[config.mk]
export PLATFORM = sky130hd
export DESIGN_NAME = uart_rx_channel
export DESIGN_NICKNAME = d
export VERILOG_FILES = /design/src/rtl/uart_rx_channel.sv
export SDC_FILE = /design/constraint.sdc
export NUM_CORES = 1
export LEC_CHECK = 0
export BUFFER_PORTS_ARGS = -buffer_cell sky130_fd_sc_hd__buf_2
export CAP_MARGIN = 25
export CORE_AREA = 2 2 118 120
export CTS_CLUSTER_SIZE = 16
export DETAILED_ROUTE_END_ITERATION = 12
export DIE_AREA = 0 0 120 122
export PLACE_DENSITY_LB_ADDON = 0.1
export SYNTH_ARGS = -nofsm -noshare
export SYNTH_HDL_FRONTEND = slang
export SYNTH_SLANG_ARGS = --single-unit
[constraint.sdc]
create_clock -name physical_clock -period 4.75 [get_ports physical_clock]
set_input_delay 0.95 -clock physical_clock [delete_from_list [all_inputs] [get_ports physical_clock]]
set_output_delay 0.95 -clock physical_clock [all_outputs]
set_load 0.1 [all_outputs]
[src/rtl/uart_rx_channel.sv]
// ---------------------------------------------------------------------------
// uart_rx_channel : 8N1 serial receiver feeding a FWFT byte FIFO, rts flow ctrl
// Optional 8E1 framing when UART_RX_PARITY_EN is defined.   Rev 1.0
// ---------------------------------------------------------------------------
`default_nettype none

module uart_rx_channel #(
  parameter int CLKS_PER_BIT = 434,
  parameter int FIFO_DEPTH   = 8,
  parameter int RTS_HEADROOM = 2
) (
  input  logic                          physical_clock,
  input  logic                          n_reset,
  input  logic                          rx,
  output logic                          rts,
  input  logic                          rd_en,
  output logic [7:0]                    rd_data,
  output logic                          rd_valid,
  output logic [$clog2(FIFO_DEPTH):0]   fifo_count,
  output logic                          frame_err,
  output logic                          overrun,
  output logic                          parity_err
);

  localparam int BW = $clog2(CLKS_PER_BIT);
  localparam int PW = $clog2(FIFO_DEPTH);
  localparam int CW = PW + 1;
  localparam logic [BW-1:0] HALF_TICK  = BW'(CLKS_PER_BIT / 2 - 1);
  localparam logic [BW-1:0] FULL_TICK  = BW'(CLKS_PER_BIT - 1);
  localparam logic [CW-1:0] DEPTH_C    = CW'(FIFO_DEPTH);
  localparam logic [CW-1:0] HEADROOM_C = CW'(RTS_HEADROOM);

  typedef enum logic [2:0] {IDLE, START, DATA, PARITY, STOP} state_t;

  state_t          state;
  logic [BW-1:0]   baud_cnt;
  logic [2:0]      bit_idx;
  logic [7:0]      shift;
  logic            rx_meta, rx_sync, rx_prev;
  logic [7:0]      mem [FIFO_DEPTH];
  logic [PW-1:0]   wr_ptr, rd_ptr;
  logic [CW-1:0]   count_next;
  logic            full, pop, push, sample_stop, parity_ok;

  always_ff @(posedge physical_clock) begin
    if (!n_reset) begin
      rx_meta <= 1'b1;
      rx_sync <= 1'b1;
      rx_prev <= 1'b1;
    end else begin
      rx_meta <= rx;
      rx_sync <= rx_meta;
      rx_prev <= rx_sync;
    end
  end

  assign full        = (fifo_count == DEPTH_C);
  assign rd_valid    = (fifo_count != '0);
  assign rd_data     = rd_valid ? mem[rd_ptr] : 8'h00;
  assign pop         = rd_en && rd_valid;
  assign sample_stop = (state == STOP) && (baud_cnt == FULL_TICK);
  // A full FIFO still accepts the byte when the head is popped in the same cycle.
  assign push        = sample_stop && parity_ok && rx_sync && (!full || pop);

`ifdef UART_RX_PARITY_EN
  logic parity_bit;
  assign parity_ok = ((^shift) == parity_bit);
`else
  assign parity_ok  = 1'b1;
  assign parity_err = 1'b0;
`endif

  always_ff @(posedge physical_clock) begin
    if (!n_reset) begin
      state     <= IDLE;
      baud_cnt  <= '0;
      bit_idx   <= '0;
      shift     <= '0;
      frame_err <= 1'b0;
      overrun   <= 1'b0;
`ifdef UART_RX_PARITY_EN
      parity_bit <= 1'b0;
      parity_err <= 1'b0;
`endif
    end else begin
      frame_err <= 1'b0;
      overrun   <= 1'b0;
`ifdef UART_RX_PARITY_EN
      parity_err <= 1'b0;
`endif
      case (state)
        IDLE: begin
          if (rx_prev && !rx_sync) begin
            state    <= START;
            baud_cnt <= '0;
          end
        end
        START: begin
          if (baud_cnt == HALF_TICK) begin
            baud_cnt <= '0;
            bit_idx  <= '0;
            state    <= rx_sync ? IDLE : DATA;
          end else begin
            baud_cnt <= baud_cnt + 1'b1;
          end
        end
        DATA: begin
          if (baud_cnt == FULL_TICK) begin
            baud_cnt <= '0;
            shift    <= {rx_sync, shift[7:1]};
            bit_idx  <= bit_idx + 1'b1;
            if (bit_idx == 3'd7) begin
`ifdef UART_RX_PARITY_EN
              state <= PARITY;
`else
              state <= STOP;
`endif
            end
          end else begin
            baud_cnt <= baud_cnt + 1'b1;
          end
        end
`ifdef UART_RX_PARITY_EN
        PARITY: begin
          if (baud_cnt == FULL_TICK) begin
            baud_cnt   <= '0;
            parity_bit <= rx_sync;
            state      <= STOP;
          end else begin
            baud_cnt <= baud_cnt + 1'b1;
          end
        end
`endif
        STOP: begin
          if (baud_cnt == FULL_TICK) begin
            baud_cnt <= '0;
            state    <= IDLE;
            if (!parity_ok) begin
`ifdef UART_RX_PARITY_EN
              parity_err <= 1'b1;
`endif
            end else if (!rx_sync) begin
              frame_err <= 1'b1;
            end else if (full && !pop) begin
              overrun <= 1'b1;
            end
          end else begin
            baud_cnt <= baud_cnt + 1'b1;
          end
        end
        default: state <= IDLE;
      endcase
    end
  end

  always_comb begin
    count_next = fifo_count;
    if (push && !pop)
      count_next = fifo_count + 1'b1;
    else if (!push && pop)
      count_next = fifo_count - 1'b1;
  end

  always_ff @(posedge physical_clock) begin
    if (push)
      mem[wr_ptr] <= shift;
  end

  always_ff @(posedge physical_clock) begin
    if (!n_reset) begin
      wr_ptr     <= '0;
      rd_ptr     <= '0;
      fifo_count <= '0;
      rts        <= 1'b0;
    end else begin
      if (push)
        wr_ptr <= wr_ptr + 1'b1;
      if (pop)
        rd_ptr <= rd_ptr + 1'b1;
      fifo_count <= count_next;
      rts        <= ((DEPTH_C - count_next) > HEADROOM_C);
    end
  end

endmodule

`default_nettype wire
# Word level (Yosys, flattened, before mapping)
# Memory sizes are Yosys's and may differ from the RTL's. A register that Yosys moved wholly into a read port is not among the register bits.
# Index checks and enable logic that the tools add are counted.
[classes]
n_eq_ne = 12
mux = 23
magnitude_cmp = 1
n_addsub = 7
reduce_logical = 24
[ops]
columns = ["op", "count"]
rows = [
  ["$mux 3", 9],
  ["$mux 9", 3],
  ["$pmux 9 s3", 1],
  ["$pmux 3 s4", 1],
  ["$add 3x1->3 const B", 3],
  ["$add 9x1->9 const B", 1],
  ["$eq 9x8->1 const B", 1],
  ["$eq 9x9->1 const B", 1],
  ["$logic_and 1x1->1", 8],
  ["$mux 4", 2],
  ["$mux 8", 1],
  ["$ne 2x2->1 const B", 4],
  ["$eq 3x3->1 const B", 2],
  ["$pmux 3 s2", 1],
  ["$reduce_and 3->1", 2],
  ["$reduce_and 5->1", 1],
  ["$add 4x1->4 const B", 1],
  ["$eq 4x4->1 const B", 1],
  ["$gt 4x2->1 const B", 1],
  ["$logic_not 1->1", 4],
  ["$mux 1", 4],
  ["$reduce_and 2->1", 2],
  ["$reduce_and 4->1", 1],
  ["$reduce_bool 4->1", 1],
  ["other kinds (11)", 11],
]
[word_totals]
input_bits = 4
ram_bits = 64
wordCells = 81
register_bits = 39
memories = 1
[memory_table]
columns = ["name", "words", "width", "rd", "rd_clocked_by_memory_dff", "wr", "line", "text"]
rows = [
  ["mem", 8, 8, 1, 1, 1, "40", "logic [7:0] mem [FIFO_DEPTH];"],
]

# Logic depth before layout (Yosys ltp)
# Gate-level depths: netlist of run 1.
[depth]
word_depth = 10
mapped_depth = 13
ltp_nobuf = 13

# Worst setup path before layout of run 1
# OpenSTA, ideal clock, no wires.
[synth_path]
kind = "reg2out"
start = "reg fifo_count[0]"
end = "out rd_data[0]"
path_stages_with_launch = 6
setup_slack_ps = 616
arrival_ps = 3184
path_cell_list = "dfxtp_1 inv_1 ha_1 nor3b_2 buf_4 nor2_1"
[synth_via]
elab_chain_cells = 2
[synth_lines]
columns = ["item", "line", "text"]
rows = [
  ["start: declaration", "19", "output logic [$clog2(FIFO_DEPTH):0] fifo_count,"],
  ["start signal: assignment", "180", "fifo_count <= count_next;"],
  ["$reduce_bool 4->1", "58", "assign rd_valid = (fifo_count != '0);"],
  ["$mux 8", "59", "assign rd_data = rd_valid ? mem[rd_ptr] : 8'h00;"],
  ["end: declaration", "17", "output logic [7:0] rd_data,"],
]
# No other way between the ends.

==> flow_summary.rst, run 1 <==
.. list-table::
   :header-rows: 1

   * - Metric
     - Value
   * - Nets in the synthesized netlist
     - 363
   * - Fraction of synthesized cell area taken by the top area cell type
     - 41.6%
   * - Largest net degree at the start of global routing
     - 27
   * - Slowest library cell on the worst path
     - sky130_fd_sc_hd__dfxtp_1
   * - Post-detailed-route via-to-cell ratio
     - 4.87
   * - Multi-input gate area
     - 1730 µm²
   * - Number of input and output port buffers inserted
     - 19
   * - Total track usage
     - 13.3%
   * - Number of antenna violations at the first check in global routing
     - 0
   * - Setup Total Neg Slack
     - 0 ns
   * - Most frequently used flop master after synthesis
     - sky130_fd_sc_hd__edfxtp_1
   * - Clk Tree Root Cell
     - sky130_fd_sc_hd__clkbuf_16
   * - First-pass iteration count of the detailed router
     - 4
   * - Peak ir drop on the vdd network
     - 0.274 mV
   * - Hold WC Path Type
     - flop to flop
   * - Cell area after technology mapping
     - 4610 µm²
   * - Result of the run
     - finished, final reports clean
   * - PnR worst setup slack
     - 1.57 ns
   * - Leakage
     - 0.00176 µW
   * - Worst setup slack before clock tree synthesis
     - 1.73 ns
   * - Number of nets in the layout
     - 382
   * - Post-route cell area
     - 5150 µm²
   * - Shortest clock period the worst path allows after layout
     - 3.18 ns
   * - Count of H-tree levels built during CTS
     - 3
   * - #FFs+latches synth
     - 106
   * - Number of synthesized flops with an enable pin
     - 64
   * - Slew at the pin closest to its max-slew limit
     - 0.931 ns
   * - Die Span X
     - 120 µm
   * - Maximum fanout along the worst path
     - 16
   * - Final HPWL DP
     - 5870 µm
   * - Setup bufs post-CTS
     - 0
   * - Chip Height
     - 122 µm
   * - Slew Limit Fails
     - 0
   * - Area added between synthesis and finish
     - 11.6%
   * - Unrepaired setup endpoints after global routing
     - no
   * - Kind of capture point of the worst setup path
     - primary output
   * - Vias post-DR
     - 2686
   * - Mean Syn Cell Area
     - 13.3 µm²
   * - Worst endpoint required time
     - 3.80 ns
   * - Count of final hold-check violations
     - 0
   * - DRC viols
     - 0
   * - Sinks on Clock Net
     - 106
   * - Fmax achieved
     - 314 MHz
   * - Die Area
     - 14600 µm²
   * - Number of distinct standard cells referenced by the synthesized netlist
     - 60
   * - Worst relative slew slack
     - 37.7%
   * - Max Cap Violations
     - 0
   * - Most common cell in the synthesized netlist
     - sky130_fd_sc_hd__edfxtp_1
   * - Per-cell routed wire length
     - 16.0 µm
   * - Endpoints failing setup
     - 0
   * - Synthesis Warnings
     - 0
   * - Clock tree from TritonCTS
     - built
   * - Cell taking the most area after synthesis
     - sky130_fd_sc_hd__edfxtp_1
   * - Overflow left after global routing
     - 0
   * - Number of gates resized after CTS
     - 0
   * - Vias in the first global route
     - 2726
   * - Fraction of final layout cells sized beyond drive strength 1
     - 19.1%
   * - ANT nets after route
     - 0
   * - Number of primary I/O pins
     - 21
   * - Hold slack
     - 0.408 ns
   * - Hold path startpoint
     - rx_meta
   * - Number of CTS-inserted buffers
     - 9
   * - Last weighted congestion value of the routability-driven placer
     - 0.772
   * - Source-to-sink clock delay at the later pin of the worst-skew pair
     - 0.34 ns
   * - Row cnt
     - 43
   * - Number of buffers between clock root and the deepest sink
     - 2
   * - Inserted Diodes
     - 0
   * - Initial cell density of the core
     - 34.2%
   * - Detailed Route Iter0 Violations
     - 167
   * - R2R Path Start
     - fifo_count[1]
   * - Total area of sequential cells
     - 2760 µm²
   * - Wire length of the first global-routing pass
     - 14600 µm
   * - Critical Setup Path Class
     - flop to primary output
   * - Crit path DAT
     - 2.23 ns
   * - Synth cell count leaders
     - sky130_fd_sc_hd__edfxtp_1 (64), sky130_fd_sc_hd__dfxtp_1 (42), sky130_fd_sc_hd__nor2_1 (38), sky130_fd_sc_hd__nand2_1 (23), sky130_fd_sc_hd__a21oi_1 (17)
   * - Ys async rst share
     - 0%
   * - Power density over the cells
     - 482 nW/µm²
   * - Post-detailed-routing wire length
     - 8820 µm
   * - Post-synthesis cell count
     - 348
   * - Type of origin of the critical path
     - flop
   * - Ordered cell list for the critical path
     - mux4_2, mux2i_1, nor2_1, buf_2
   * - Share of the yosys chip area belonging to registers
     - 59.9%
   * - Clock edge transition at the registers on the reported setup and hold paths
     - 0.07 ns
   * - Count of fill cells added during filler insertion
     - 1304
   * - Post-cts hold buffer count
     - 0
   * - Placed cell areas
     - 4880 µm²
   * - Ratio of final minimum period to clock period
     - 67.0%
   * - Post-Route Skew
     - 0.00578 ns
   * - End-of-flow core utilization
     - 38.1%
   * - Area of the core
     - 13500 µm²
   * - Leading post-synthesis cells by cell area
     - sky130_fd_sc_hd__edfxtp_1 (42%), sky130_fd_sc_hd__dfxtp_1 (18%), sky130_fd_sc_hd__mux4_2 (7.8%)
   * - Max stage delay on crit path
     - 0.87 ns
[cell type report]
cell class	count	share of cell area [%]
flip-flops and latches	106	53.6
repair buffers	22	2.28
clock buffers	10	4.45
multi-input cells	216	33.6
clock inverters	6	0.826
well taps	180	4.37
inverters	12	0.875
[metal layers]
layer,wire length (µm),vias to the layer above,global-route usage (%)
li1,-,1317,-
met1,4100,1321,16.9
met2,4310,38,22.1
met3,281,10,3.42
met4,132,0,4.41
met5,0,-,0
[power by group]
group | switching [µW] | internal (µW)
registers | 33.3 | 984
logic | 582 | 202
clock network | 325 | 357
[cell usage in the layout (no fill, tap or decap), types with 3 or more instances in the layout]
cell type,n
sky130_fd_sc_hd__nand4_1,3
sky130_fd_sc_hd__buf_2,19
sky130_fd_sc_hd__ha_1,11
sky130_fd_sc_hd__nor2_1,38
sky130_fd_sc_hd__a21oi_1,17
sky130_fd_sc_hd__nor2b_1,5
sky130_fd_sc_hd__nand3_1,16
sky130_fd_sc_hd__xor2_1,9
sky130_fd_sc_hd__nand2_1,23
sky130_fd_sc_hd__edfxtp_1,64
sky130_fd_sc_hd__xnor2_1,4
sky130_fd_sc_hd__nor3_1,3
sky130_fd_sc_hd__buf_4,3
sky130_fd_sc_hd__nand2b_1,8
sky130_fd_sc_hd__inv_1,11
sky130_fd_sc_hd__or3_1,3
sky130_fd_sc_hd__o21ai_0,3
sky130_fd_sc_hd__clkinv_1,3
sky130_fd_sc_hd__clkbuf_16,9
sky130_fd_sc_hd__dfxtp_1,42
sky130_fd_sc_hd__nand4b_1,3
sky130_fd_sc_hd__mux2i_1,11
sky130_fd_sc_hd__mux4_2,16
[per-stage QoR]
step | power (µW) | instances
after floorplan | 1700 | 348
after global placement | 1830 | 536
after detailed placement | 1830 | 536
after CTS | 2520 | 552
after global routing | 2600 | 552
final | 2480 | 552
[path summary, 6_finish.rpt]
check	endpoint	slack, ns	cells after the start
min	rx_sync	0.41	1
max	rd_data[2]	1.57	4
max reg2reg	rts	1.71	12
min reg2reg	rx_sync	0.41	1
[sequential cells by signal (all words and copies together) (netlist names), 3 cells and up, named ones only]
| name | flops |
|---|---|
| rd_ptr | 3 |
| fifo_count | 4 |
| mem | 64 |
| wr_ptr | 3 |
| baud_cnt | 9 |
| state | 3 |
| bit_idx | 3 |
| shift | 8 |
[cell families (layout without fill, tap and decap cells)]
group           after synthesis  count (layout)  share of synthesized area, %
other cells                   1               1                        0.0813
fa+ha+maj                    14              14                          3.66
mux                          29              29                          10.7
xor+xnor                     13              13                          2.47
compound gates               36              36                          5.29
simple gates                123             123                          15.0
flops                       106             106                          59.9
buf+inv                      26              50                          2.90
[worst max-delay path: cells and delay by family, from the launching register on]
kind | cells | cell delay (ns)
muxes | 2 | 0.45
DFF | 1 | 0.87
buffers and inverters | 1 | 0.44
and+or+nand+nor | 1 | 0.13
Note: power is estimated with default switching activity, not from simulation.
==> run 2: changes to the inputs <==
==> constraint.sdc (replaced) <==
create_clock -name physical_clock -period 3.34 [get_ports physical_clock]
set_input_delay 0.668 -clock physical_clock [delete_from_list [all_inputs] [get_ports physical_clock]]
set_output_delay 0.668 -clock physical_clock [all_outputs]
set_load 0.1 [all_outputs]
==> flow_summary.rst, run 2 (synthesis gave the netlist of run 1 again) <==
.. list-table::
   :header-rows: 1

   * - Metric
     - Value
   * - Result of the run
     - finished, final reports clean
   * - Peak ir drop on the vdd network
     - 0.436 mV
   * - Die Span X
     - 120 µm
   * - Wire length of the first global-routing pass
     - 15200 µm
   * - Number of antenna violations at the first check in global routing
     - 0
   * - Gr busiest metal
     - met2
   * - Number of CTS-inserted buffers
     - 9
   * - Inserted Diodes
     - 0
   * - PnR worst setup slack
     - 0.511 ns
   * - Per-cell routed wire length
     - 16.6 µm
   * - Clock tree from TritonCTS
     - built
   * - Register with the most flip-flops
     - mem
   * - Kind of capture point of the worst setup path
     - primary output
   * - Maximum fanout along the worst path
     - 9
   * - Chip Height
     - 122 µm
   * - Hold path startpoint
     - rx_meta
   * - Slew at the pin closest to its max-slew limit
     - 0.634 ns
   * - Power density over the cells
     - 688 nW/µm²
   * - Max Cap Violations
     - 0
   * - Number of buffers between clock root and the deepest sink
     - 2
   * - Post-cts hold buffer count
     - 0
   * - Clk Tree Root Cell
     - sky130_fd_sc_hd__clkbuf_16
   * - Leakage
     - 0.00182 µW
   * - First-pass iteration count of the detailed router
     - 4
   * - Setup Total Neg Slack
     - 0 ns
   * - Clock edge transition at the registers on the reported setup and hold paths
     - 0.07 ns
   * - Sinks on Clock Net
     - 106
   * - Worst endpoint required time
     - 2.67 ns
   * - Source-to-sink clock delay at the later pin of the worst-skew pair
     - 0.34 ns
   * - Final HPWL DP
     - 6020 µm
   * - Registers with the highest flip-flop counts
     - mem (64), baud_cnt (9), shift (8)
   * - Power, Total
     - 3610 µW
   * - Slew Limit Fails
     - 0
   * - Worst relative slew slack
     - 57.6%
   * - Count of fill cells added during filler insertion
     - 1309
   * - Largest net degree at the start of global routing
     - 26
   * - Ratio of final minimum period to clock period
     - 84.7%
   * - Type of origin of the critical path
     - flop
   * - ANT nets after route
     - 0
   * - Last weighted congestion value of the routability-driven placer
     - 0.753
   * - Overflow left after global routing
     - 0
   * - Met2 track utilization from global routing
     - 23.6%
   * - End-of-flow core utilization
     - 38.9%
   * - Max FFs per register
     - 64
   * - Vias in the first global route
     - 2832
   * - Post-detailed-route via-to-cell ratio
     - 4.83
   * - Total track usage
     - 13.8%
   * - Endpoints failing setup
     - 0
   * - Unrepaired setup endpoints after global routing
     - no
   * - Vias post-DR
     - 2719
   * - Number of nets in the layout
     - 393
   * - Most common library cell in the layout ignoring fill and taps
     - sky130_fd_sc_hd__edfxtp_1
   * - Crit path DAT
     - 2.16 ns
   * - Post-Route Skew
     - 0.00691 ns
   * - Detailed Route Iter0 Violations
     - 144
   * - Initial cell density of the core
     - 34.2%
   * - Number of input and output port buffers inserted
     - 19
   * - Hold slack
     - 0.407 ns
   * - Number of gates resized after CTS
     - 0
   * - Most frequent cells in the layout
     - sky130_fd_sc_hd__edfxtp_1 (64), sky130_fd_sc_hd__dfxtp_1 (40), sky130_fd_sc_hd__nor2_1 (38)
   * - Fraction of final layout cells sized beyond drive strength 1
     - 21.7%
   * - Number of primary I/O pins
     - 21
   * - Worst setup path startpoint
     - fifo_count[1]
   * - Fmax achieved
     - 353 MHz
   * - Die Area
     - 14600 µm²
   * - Post-detailed-routing wire length
     - 9340 µm
   * - Setup bufs post-CTS
     - 0
   * - Row cnt
     - 43
   * - Worst setup slack before clock tree synthesis
     - 0.508 ns
   * - Critical Setup Path Class
     - flop to primary output
   * - Count of final hold-check violations
     - 0
   * - Hold WC Path Type
     - flop to flop
   * - Area added between synthesis and finish
     - 13.7%
   * - Global Route met3 Usage
     - 3.18%
   * - Area of the core
     - 13500 µm²
   * - R2R Path Start
     - fifo_count[0]
   * - DRC viols
     - 0
   * - Met1 Use GR
     - 17.2%
   * - Shortest clock period the worst path allows after layout
     - 2.83 ns
   * - Count of H-tree levels built during CTS
     - 3
[run 2: critical path, cell delays in order, from the launching register on]
cell and delay (ns):
sky130_fd_sc_hd__dfxtp_2 0.42, sky130_fd_sc_hd__inv_1 0.09, sky130_fd_sc_hd__ha_1 0.27, sky130_fd_sc_hd__nor3b_2 0.22, sky130_fd_sc_hd__buf_4 0.20, sky130_fd_sc_hd__nor2_1 0.16, sky130_fd_sc_hd__buf_2 0.45
[run 2: per-stage QoR]
| step | instance area, µm² | cells |
|---|---|---|
| 6_report | 5250 | 563 |
| 4_1_cts | 5250 | 563 |
| 3_3_place_gp | 4960 | 547 |
| 3_5_place_dp | 4960 | 547 |
| 2_1_floorplan | 4620 | 348 |
| 5_1_grt | 5250 | 563 |
[run 2: metal layers]
metal  part of all wire [%]  up-vias
li1                       -     1345
met1                     47     1316
met2                     49       46
met3                    2.7       12
met4                    1.8        0
met5                      0        -
[run 2: power by group]
| part | internal [µW] | switching, µW |
|---|---|---|
| clock network | 561 | 474 |
| logic | 292 | 846 |
| registers | 1400 | 38.6 |
[run 2: worst paths after layout]
check	to	slack, ns	cells after the start
max	rd_data[1]	0.51	6
min	rx_sync	0.41	1
max reg2reg	rts	0.51	13
min reg2reg	rx_sync	0.41	1
[run 2: layout make-up]
type / instances / area [µm²] / area share [%]
repair buffers: 33 / 200 / 3.81
inverters: 12 / 48.8 / 0.930
clock inverters: 4 / 32.5 / 0.620
well taps: 180 / 225 / 4.29
multi-input cells: 216 / 1720 / 32.7
flip-flops and latches: 106 / 2770 / 52.7
clock buffers: 12 / 258 / 4.91
